$ cat src/rtl/cjb_clk_pkg.sv
// cjb_clk_pkg: mode encodings and rate arithmetic shared by the step clock generator.
package cjb_clk_pkg;

    localparam logic [1:0] MODE_HALT = 2'b00;
    localparam logic [1:0] MODE_RUN  = 2'b01;
    localparam logic [1:0] MODE_STEP = 2'b10;

    localparam int DB_CYCLES_DEFAULT = 1000000;

    // Half-period in input clock cycles of run rate k; each rate step is 4x faster.
    function automatic int half_period(input int clk_hz, input int k);
        return (clk_hz / 2) >> (2 * k);
    endfunction

endpackage

$ cat src/rtl/cjb_pb_debounce.sv
// cjb_pb_debounce: two-flop synchroniser and level debouncer for an active-low push-button.
module cjb_pb_debounce #(
    parameter int  DB_CYCLES = 1000000,
    localparam int DW        = (DB_CYCLES > 1) ? $clog2(DB_CYCLES) : 1
) (
    input  logic clk_i,
    input  logic rst_ni,
    input  logic pb_n_i,
    output logic level_o,
    output logic rise_o
);
    logic          s1_q, s2_q, lvl_q, lvl_d, rise_q, rise_d, diff, acc;
    logic [DW-1:0] cnt_q, cnt_d;

    // The counter measures how long the button has disagreed with the accepted level.
    always_comb begin
        diff   = (~s2_q) != lvl_q;
        acc    = diff && (cnt_q == DW'(DB_CYCLES - 1));
        cnt_d  = (!diff || acc) ? '0 : cnt_q + 1'b1;
        lvl_d  = acc ? ~lvl_q : lvl_q;
        rise_d = acc && !lvl_q;
    end

    always_ff @(posedge clk_i or negedge rst_ni) begin
        if (!rst_ni) begin
            s1_q   <= 1'b1;
            s2_q   <= 1'b1;
            lvl_q  <= 1'b0;
            rise_q <= 1'b0;
            cnt_q  <= '0;
        end else begin
            s1_q   <= pb_n_i;
            s2_q   <= s1_q;
            lvl_q  <= lvl_d;
            rise_q <= rise_d;
            cnt_q  <= cnt_d;
        end
    end

    assign level_o = lvl_q;
    assign rise_o  = rise_q;

endmodule

$ cat src/rtl/cjb_clk_step_gen.sv
// cjb_clk_step_gen: slow processor clock from Clk_50 -- free-run, single-step or halt.
// Defining CJB_TICK_CNT_EN adds a wrapping 32-bit tick counter on output tick_cnt.
module cjb_clk_step_gen
    import cjb_clk_pkg::*;
#(
    parameter int  CLK_FREQ_HZ = 50000000,
    parameter int  NUM_RATES   = 4,
    parameter int  DB_CYCLES   = DB_CYCLES_DEFAULT,
    parameter int  CNT_W       = $clog2(CLK_FREQ_HZ / 2),
    localparam int RW          = (NUM_RATES > 1) ? $clog2(NUM_RATES) : 1
) (
    input  logic          Clk_50,
    input  logic          Reset_n,
    input  logic [1:0]    mode_sel,
    input  logic [RW-1:0] rate_sel,
    input  logic          pb_step_n,
    output logic          slow_clk,
    output logic          tick,
    output logic [1:0]    mode,
    output logic          step_db
`ifdef CJB_TICK_CNT_EN
    ,
    output logic [31:0]   tick_cnt
`endif
);
    localparam logic [CNT_W:0] HALF0 = (CNT_W + 1)'(CLK_FREQ_HZ / 2);

    if (half_period(CLK_FREQ_HZ, NUM_RATES - 1) < 2) begin : g_rate_chk
        $error("cjb_clk_step_gen: fastest rate half-period must be at least 2 cycles");
    end

    logic [1:0]       mode_s1_q, mode_s2_q, mode_q, mode_d;
    logic [RW-1:0]    rate_s1_q, rate_s2_q, rate_q, rate_d, rate_c;
    logic [CNT_W-1:0] div_q, div_d;
    logic [CNT_W:0]   half;
    logic             slow_q, slow_d, tick_q, tick_d, chg, tc, run, step_lvl, step_rise;

    cjb_pb_debounce #(.DB_CYCLES(DB_CYCLES)) u_pb_debounce (
        .clk_i  (Clk_50),
        .rst_ni (Reset_n),
        .pb_n_i (pb_step_n),
        .level_o(step_lvl),
        .rise_o (step_rise)
    );

    // Rate is resampled only when no half-period is in progress, so periods are never cut short.
    always_comb begin
        mode_d = (mode_s2_q == MODE_RUN || mode_s2_q == MODE_STEP) ? mode_s2_q : MODE_HALT;
        chg    = mode_d != mode_q;
        run    = mode_q == MODE_RUN;
        rate_c = (32'(rate_s2_q) >= NUM_RATES) ? RW'(NUM_RATES - 1) : rate_s2_q;
        half   = HALF0 >> {rate_q, 1'b0};
        tc     = run && ({1'b0, div_q} == half - 1'b1);
        rate_d = (!run || chg || tc) ? rate_c : rate_q;
        div_d  = (!run || chg || tc) ? '0 : div_q + 1'b1;
        slow_d = chg ? 1'b0 :
                 run ? slow_q ^ tc :
                 (mode_q == MODE_STEP) ? (step_rise || (slow_q && step_lvl)) : 1'b0;
        tick_d = !chg && ((tc && !slow_q) || (mode_q == MODE_STEP && step_rise));
    end

    always_ff @(posedge Clk_50 or negedge Reset_n) begin
        if (!Reset_n) begin
            mode_s1_q <= '1;
            mode_s2_q <= '1;
            rate_s1_q <= '1;
            rate_s2_q <= '1;
            mode_q    <= MODE_HALT;
            rate_q    <= '0;
            div_q     <= '0;
            slow_q    <= 1'b0;
            tick_q    <= 1'b0;
        end else begin
            mode_s1_q <= mode_sel;
            mode_s2_q <= mode_s1_q;
            rate_s1_q <= rate_sel;
            rate_s2_q <= rate_s1_q;
            mode_q    <= mode_d;
            rate_q    <= rate_d;
            div_q     <= div_d;
            slow_q    <= slow_d;
            tick_q    <= tick_d;
        end
    end

`ifdef CJB_TICK_CNT_EN
    logic [31:0] tick_cnt_q;

    always_ff @(posedge Clk_50 or negedge Reset_n) begin
        if (!Reset_n) tick_cnt_q <= '0;
        else if (tick_d) tick_cnt_q <= tick_cnt_q + 32'd1;
    end

    assign tick_cnt = tick_cnt_q;
`endif

    assign slow_clk = slow_q;
    assign tick     = tick_q;
    assign mode     = mode_q;
    assign step_db  = step_lvl;

endmodule

$ cat config.mk
export PLATFORM = sky130hd
export DESIGN_NAME = cjb_clk_step_gen
export DESIGN_NICKNAME = d
export VERILOG_FILES = /design/src/rtl/cjb_clk_pkg.sv /design/src/rtl/cjb_pb_debounce.sv /design/src/rtl/cjb_clk_step_gen.sv
export SDC_FILE = /design/constraint.sdc
export NUM_CORES = 1
export LEC_CHECK = 0
export ABC_AREA = 1
export CAP_MARGIN = 5
export CELL_PAD_IN_SITES_DETAIL_PLACEMENT = 0
export CELL_PAD_IN_SITES_GLOBAL_PLACEMENT = 1
export CORE_ASPECT_RATIO = 1.2
export CORE_MARGIN = 1.5
export CORE_UTILIZATION = 35
export DETAILED_ROUTE_END_ITERATION = 16
export PLACE_DENSITY_LB_ADDON = 0.1
export SKIP_LAST_GASP = 1
export SLEW_MARGIN = 20
export SYNTH_ARGS = -nofsm -noshare
export SYNTH_HDL_FRONTEND = slang
export SYNTH_HIERARCHICAL = 1
export SYNTH_SLANG_ARGS = --single-unit
export TNS_END_PERCENT = 10
$ cat constraint.sdc
create_clock -name Clk_50 -period 3.1 [get_ports Clk_50]
set_clock_uncertainty 0.2 [all_clocks]
set_input_delay 0.62 -clock Clk_50 [delete_from_list [all_inputs] [get_ports Clk_50]]
set_output_delay 0.62 -clock Clk_50 [all_outputs]
set_load 0.005 [all_outputs]
-- After elaboration in Yosys (flattened, before gate mapping)
Cells that the tools add are included.
Widths: inputs -> output; s select.
- word-level logic and storage cells: 53
- bits in registers: 63
- bits of input ports: 7
- output and inout port bits: 5
- equal/unequal tests: 8
- reduce and logical (&&, ||, !) cells: 18
- shift-type cells: 1
- $add $sub $neg: 3
- bitwise logic cells: 3
- multiplexer cells: 6
- operator list (kind ; count):
    $eq 25x26->1 ; 1
    $shr 25x3->26 const A ; 1
    $sub 26x1->26 const B ; 1
    $add 25x1->25 const B ; 1
    $mux 25 ; 1
    $add 20x1->20 const B ; 1
    $eq 20x20->1 const B ; 1
    $mux 20 ; 1
    $logic_and 1x1->1 ; 7
    $logic_or 1x1->1 ; 6
    $logic_not 1->1 ; 5
    $eq 2x1->1 const B ; 2
    $eq 2x2->1 const B ; 2
    $mux 1 ; 3
    $mux 2 ; 1
    $ne 2x2->1 ; 1
    $not 1->1 ; 2
    $ne 1x1->1 ; 1
    $xor 1x1->1 ; 1

-- Longest topological paths before layout
- word-level depth: 7
- depth in mapped cells: 15
- depth with buffers taken out: 15

-- Modules after synthesis
The synthesis kept the hierarchy.
- by module, submodules not included (module ; cells each ; area an instance (µm²) ; sequential area each (µm²) ; times used):
    cjb_clk_step_gen ; 293 ; 2258.4 ; 985.9 ; 1
    cjb_pb_debounce ; 175 ; 1356.3 ; 603.1 ; 1

-- Least setup slack after synthesis
Ideal clock, no wire load.
- path type: register -> register
- from: reg rate_q[1]
- to: reg slow_q, in the netlist slow_clk
- arrival: 1982 ps
- required time: 2822 ps
- library setup time: 78 ps
- cell stages (with the launch flop): 16
- buffers on the path: 0
- period minus slack after synthesis: 2259 ps
- path slack: 841 ps
- cell sequence: dfrtp_1 -> inv_2 -> ha_1 -> nand2_1 -> inv_1 -> nor2_1 -> nand2_1 -> nor2_1 -> nand2_1 -> nor2_1 -> nand2_2 -> inv_1 -> ha_1 -> nor2_1 -> a41oi_1 -> a21oi_1
- cells in the longest elaborated chain, start to end: 7
- RTL lines (item ; RTL line ; source):
    start: declaration ; cjb_clk_step_gen.sv:33 ; logic [RW-1:0] rate_s1_q, rate_s2_q, rate_q, rate_d, rate_c;
    start signal: assignment ; cjb_clk_step_gen.sv:79 ; rate_q <= rate_d;
    $shr 25x3->26 ; cjb_clk_step_gen.sv:52 ; half = HALF0 >> {rate_q, 1'b0};
    $sub 26x1->26 ; cjb_clk_step_gen.sv:53 ; tc = run && ({1'b0, div_q} == half - 1'b1);
    $eq 25x26->1 ; cjb_clk_step_gen.sv:53 ;
    $logic_and 1x1->1 ; cjb_clk_step_gen.sv:53 ;
    $xor 1x1->1 ; cjb_clk_step_gen.sv:57 ; run ? slow_q ^ tc :
    $mux 1 ; cjb_clk_step_gen.sv:57 ;
    $mux 1 ; cjb_clk_step_gen.sv:56 ; slow_d = chg ? 1'b0 :
    net slow_d ; cjb_clk_step_gen.sv:36 ; logic slow_q, slow_d, tick_q, tick_d, chg, tc, run, step_lvl, step_rise;
    end signal: assignment ; cjb_clk_step_gen.sv:81 ; slow_q <= slow_d;
    end: declaration ; cjb_clk_step_gen.sv:36 ;
The timed path passes the listed nets, and every way through them passes these cells.
A chain may end at the register's enable or synchronous reset.

-- Final worst setup path
Same ends and word-level chain as after synthesis.

==> impl_metrics.csv <==
group,metric,value,unit
global_routing,antenna_found_initial,0,
routing,ant_nets,0,
sta,tns,0,ps
floorplan,die_area,0.0109,mm²
clock_tree,holdBufCountCts,0,
sta,period_share,81.6,%
yosys,ys_ff_latch,63,
placed_design,routabilityCongestion,0.830,
global_routing,grt-ovfl-total,0,
clock_tree,path_clk_slew,60,ps
placed_design,io_buffers,11,
clock_tree,cts_setup_buffers,0,
floorplan,coreArea,0.0100,mm²
setup_path,path_cells,"inv_2 > ha_1 > nand2_1 > inv_1 > nor2_1 > nand2_1 > nor2_1 > nand2_1 > nor2_1 > nand2_2 > inv_1 > ha_1 > nor2_1 > a41oi_1 > a21oi_1",
sta,fmax,395,MHz
yosys,ys_warn_count,6,
yosys,synth_top_area_share,36.7,%
global_routing,grt_max_degree,64,
routing,wirelength,8810,µm
sta,period_needed,2530,ps
yosys,synth_nets,485,
pwr,combPwrFrac,4.5,%
layout,nFillCells,1066,
clock_tree,clock-sinks,63,
job,maxCapViolations,0,
setup_path,cp_slowest_cell,"dfrtp_1",
setup_path,critPathMaxStageDelay,540,ps
sta,finalHoldViolations,0,
layout,area_growth,13.9,%
pwr,p_clk_share,51.0,%
yosys,yosysTopAreaCell,"dfrtp_1",
pwr,p_leak,1.70,nW
clock_tree,htree_levels,3,
setup_path,crit_buf_inv,3,
routing,avgViaCountPerCell,4.65,
yosys,avgSynthCellArea,7.72,µm²
yosys,synthTopCellsByArea,"dfrtp_1 (37%), nand2_1 (12%), nor2_1 (9.8%)",
worst_hold_path,hold_start,"mode_s1_q[0]$_DFF_PN1_",
setup_path,regToRegStartpoint,"rate_q[1]$_DFFE_PN0N_",
pwr,peakVddDrop,0.204,mV
clock_tree,clockBufferDepth,2,
yosys,synth-edff-count,0,
clock_tree,cts_buffers,9,
clock_tree,ctsResizeCount,0,
setup_path,crit_start,"rate_q[1]$_DFFE_PN0N_",
layout,num_antenna_cells,0,
sta,setup_slack,571,ps
yosys,async_flop_share,100,%
routing,vias,2871,
floorplan,dieWidth,95.8,µm
setup_path,required,3160,ps
global_routing,grt_pass1_wl,15200,µm
yosys,ys_types,32,
clock_tree,clk_latency,330,ps
run_status,outcome,"complete, no violations",
floorplan,rows,40,
placed_design,post-place-ws,620,ps
global_routing,grt_pass1_vias,3085,
sta,relSlewSlack,44.2,%
sta,rsz0062_at_grt,"false",
routing,drt_pass1_iterations,4,
layout,layout-drive-gt1-share,13.0,%
setup_path,cp_top_family,"simple AND/OR/NAND/NOR gates",
pwr,p_per_area,465,mW/mm²
yosys,synth_ff_type,"dfrtp_1",
routing,drtIter0Drc,120,
pwr,p_int,1.43,mW
pwr,seq_power_share,44.5,%
pwr,p_sw,0.490,mW
setup_path,cpMostUsedCell,"nor2_1",
routing,post_drt_wl_per_cell,14.2,µm
floorplan,die_y,114,µm
floorplan,start_util,36.1,%
sta,max_slew.worst_pin.slew,837,ps
setup_path,crit_arrival,2590,ps
setup_path,cp_max_fo,9,
global_routing,track_usage,18.7,%
layout,finalNetCount,504,
sta,slew_viol_final,0,
setup_path,path_class,"reg -> reg",
placed_design,hpwl,6530,µm
worst_hold_path,holdCritPathClass,"reg -> reg",
yosys,syn_area,0.00361,mm²
setup_path,cp-start-kind,"flop",
clock_tree,cts_tree,"done",
sta,setup_viol,0,
setup_path,setup.worst_path.end_class,"flop",
pwr,sw_frac_of_total,25.6,%
yosys,netlist_instances,468,
yosys,synth_common_cells,"nand2_1 (116), nor2_1 (94), inv_1 (55)",
routing,drc,0,
yosys,yosysSeqAreaShare,44.0,%
yosys,synth_most_common_cell,"nand2_1",
floorplan,io_pins,12,
clock_tree,ctsRootBufferMaster,"clkbuf_16",
flip-flops by register name, summed over array words and instances (netlist names):
signal / flops
rate_s1_q: 2
rate_q: 2
u_pb_debounce/rise_o: 1
mode: 2
mode_s1_q: 2
u_pb_debounce/s2_q: 1
tick: 1
div_q: 25
u_pb_debounce/cnt_q: 20
rate_c: 2
u_pb_debounce/level_o: 1
mode_s2_q: 2
slow_clk: 1
u_pb_debounce/s1_q: 1
kinds of logic after synthesis:
kind of cell,Yosys count,synth area share [%]
AO/OA/AOI/OAI,16,2.56
adder cells (fa/ha/maj),10,3.46
buffers and inverters,63,7.65
XOR/XNOR,29,7.03
flip-flops,63,44.0
AND/OR/NAND/NOR,287,35.3
per-stage QoR:
stage	power [mW]	utilization, %	hold slack (ps)	cells	area, µm²
after floorplan	0.915	-	124	468	3610
after global placement	0.953	38.3	145	602	3830
after detailed placement	0.955	38.3	147	602	3830
after CTS	1.95	41.1	157	618	4120
after global routing	2.00	41.1	159	618	4120
final	1.92	41.1	155	618	4120
layout by cell type, fill, tap and decap left out, types with 2 or more instances in the layout:
| cell | synthesis | routed |
|---|---|---|
| nand2_1 | 116 | 116 |
| nor2_1 | 94 | 94 |
| a21oi_1 | 3 | 3 |
| clkbuf_16 | 0 | 9 |
| o21ai_0 | 8 | 8 |
| inv_2 | 3 | 3 |
| nor3_1 | 4 | 4 |
| nand2_2 | 4 | 4 |
| o211ai_1 | 2 | 2 |
| ha_1 | 10 | 10 |
| nand4_1 | 11 | 11 |
| dfstp_2 | 10 | 10 |
| nand3b_1 | 2 | 2 |
| xnor2_1 | 7 | 7 |
| nor2_2 | 22 | 22 |
| dfrtp_1 | 53 | 53 |
| nand2_4 | 2 | 2 |
| inv_6 | 0 | 3 |
| clkdlybuf4s50_1 | 0 | 10 |
| inv_1 | 55 | 55 |
| nor2_4 | 2 | 2 |
| nand3_1 | 25 | 25 |
| clkinv_4 | 0 | 2 |
| xor2_1 | 22 | 22 |
worst reg2reg max path, cell delays in order, from the launching register on:
cell,delay [ps]
dfrtp_1,540
inv_2,130
ha_1,370
nand2_1,90
inv_1,40
nor2_1,80
nand2_1,60
nor2_1,80
nand2_1,50
nor2_1,120
nand2_2,110
inv_1,80
ha_1,210
nor2_1,110
a41oi_1,50
a21oi_1,150
cell type report:
cell class | count | area (µm²) | area share (%)
clock inverters | 7 | 62.6 | 1.52
multi-input cells | 342 | 1750 | 42.5
well taps | 126 | 158 | 3.83
inverters | 59 | 221 | 5.38
repair buffers | 12 | 113 | 2.73
flip-flops and latches | 63 | 1590 | 38.6
clock buffers | 9 | 225 | 5.47
layer usage:
metal	vias up	wire length, µm	global-route usage (%)
met5	-	0	0
met4	0	193	8.14
met3	15	167	3.65
met2	23	4770	33.6
met1	1340	3680	20.9
li1	1493	-	-
power groups by stage:
stage | Combinational (mW) | Sequential, mW | Clock [mW]
floorplan | 0.0502 | 0.864 | 0
global placement | 0.0869 | 0.866 | 0
detailed placement | 0.0879 | 0.867 | 0
CTS | 0.0881 | 0.853 | 1.01
global route | 0.0990 | 0.855 | 1.05
finish | 0.0855 | 0.853 | 0.978
worst paths after layout:
path	end	slack [ps]	cells after the start
worst min-delay path	mode_s2_q[0]$_DFF_PN1_	160	0
max in group asynchronous	u_pb_debounce/cnt_q[5]$_DFF_PN0_	1880	2
worst max-delay path	slow_clk$_DFF_PN0_	570	15
min in group asynchronous	div_q[12]$_DFF_PN0_	240	2
worst min register to register	mode_s2_q[0]$_DFF_PN1_	160	0
worst max register to register	slow_clk$_DFF_PN0_	570	15
Power figures use the tool's default switching activity.
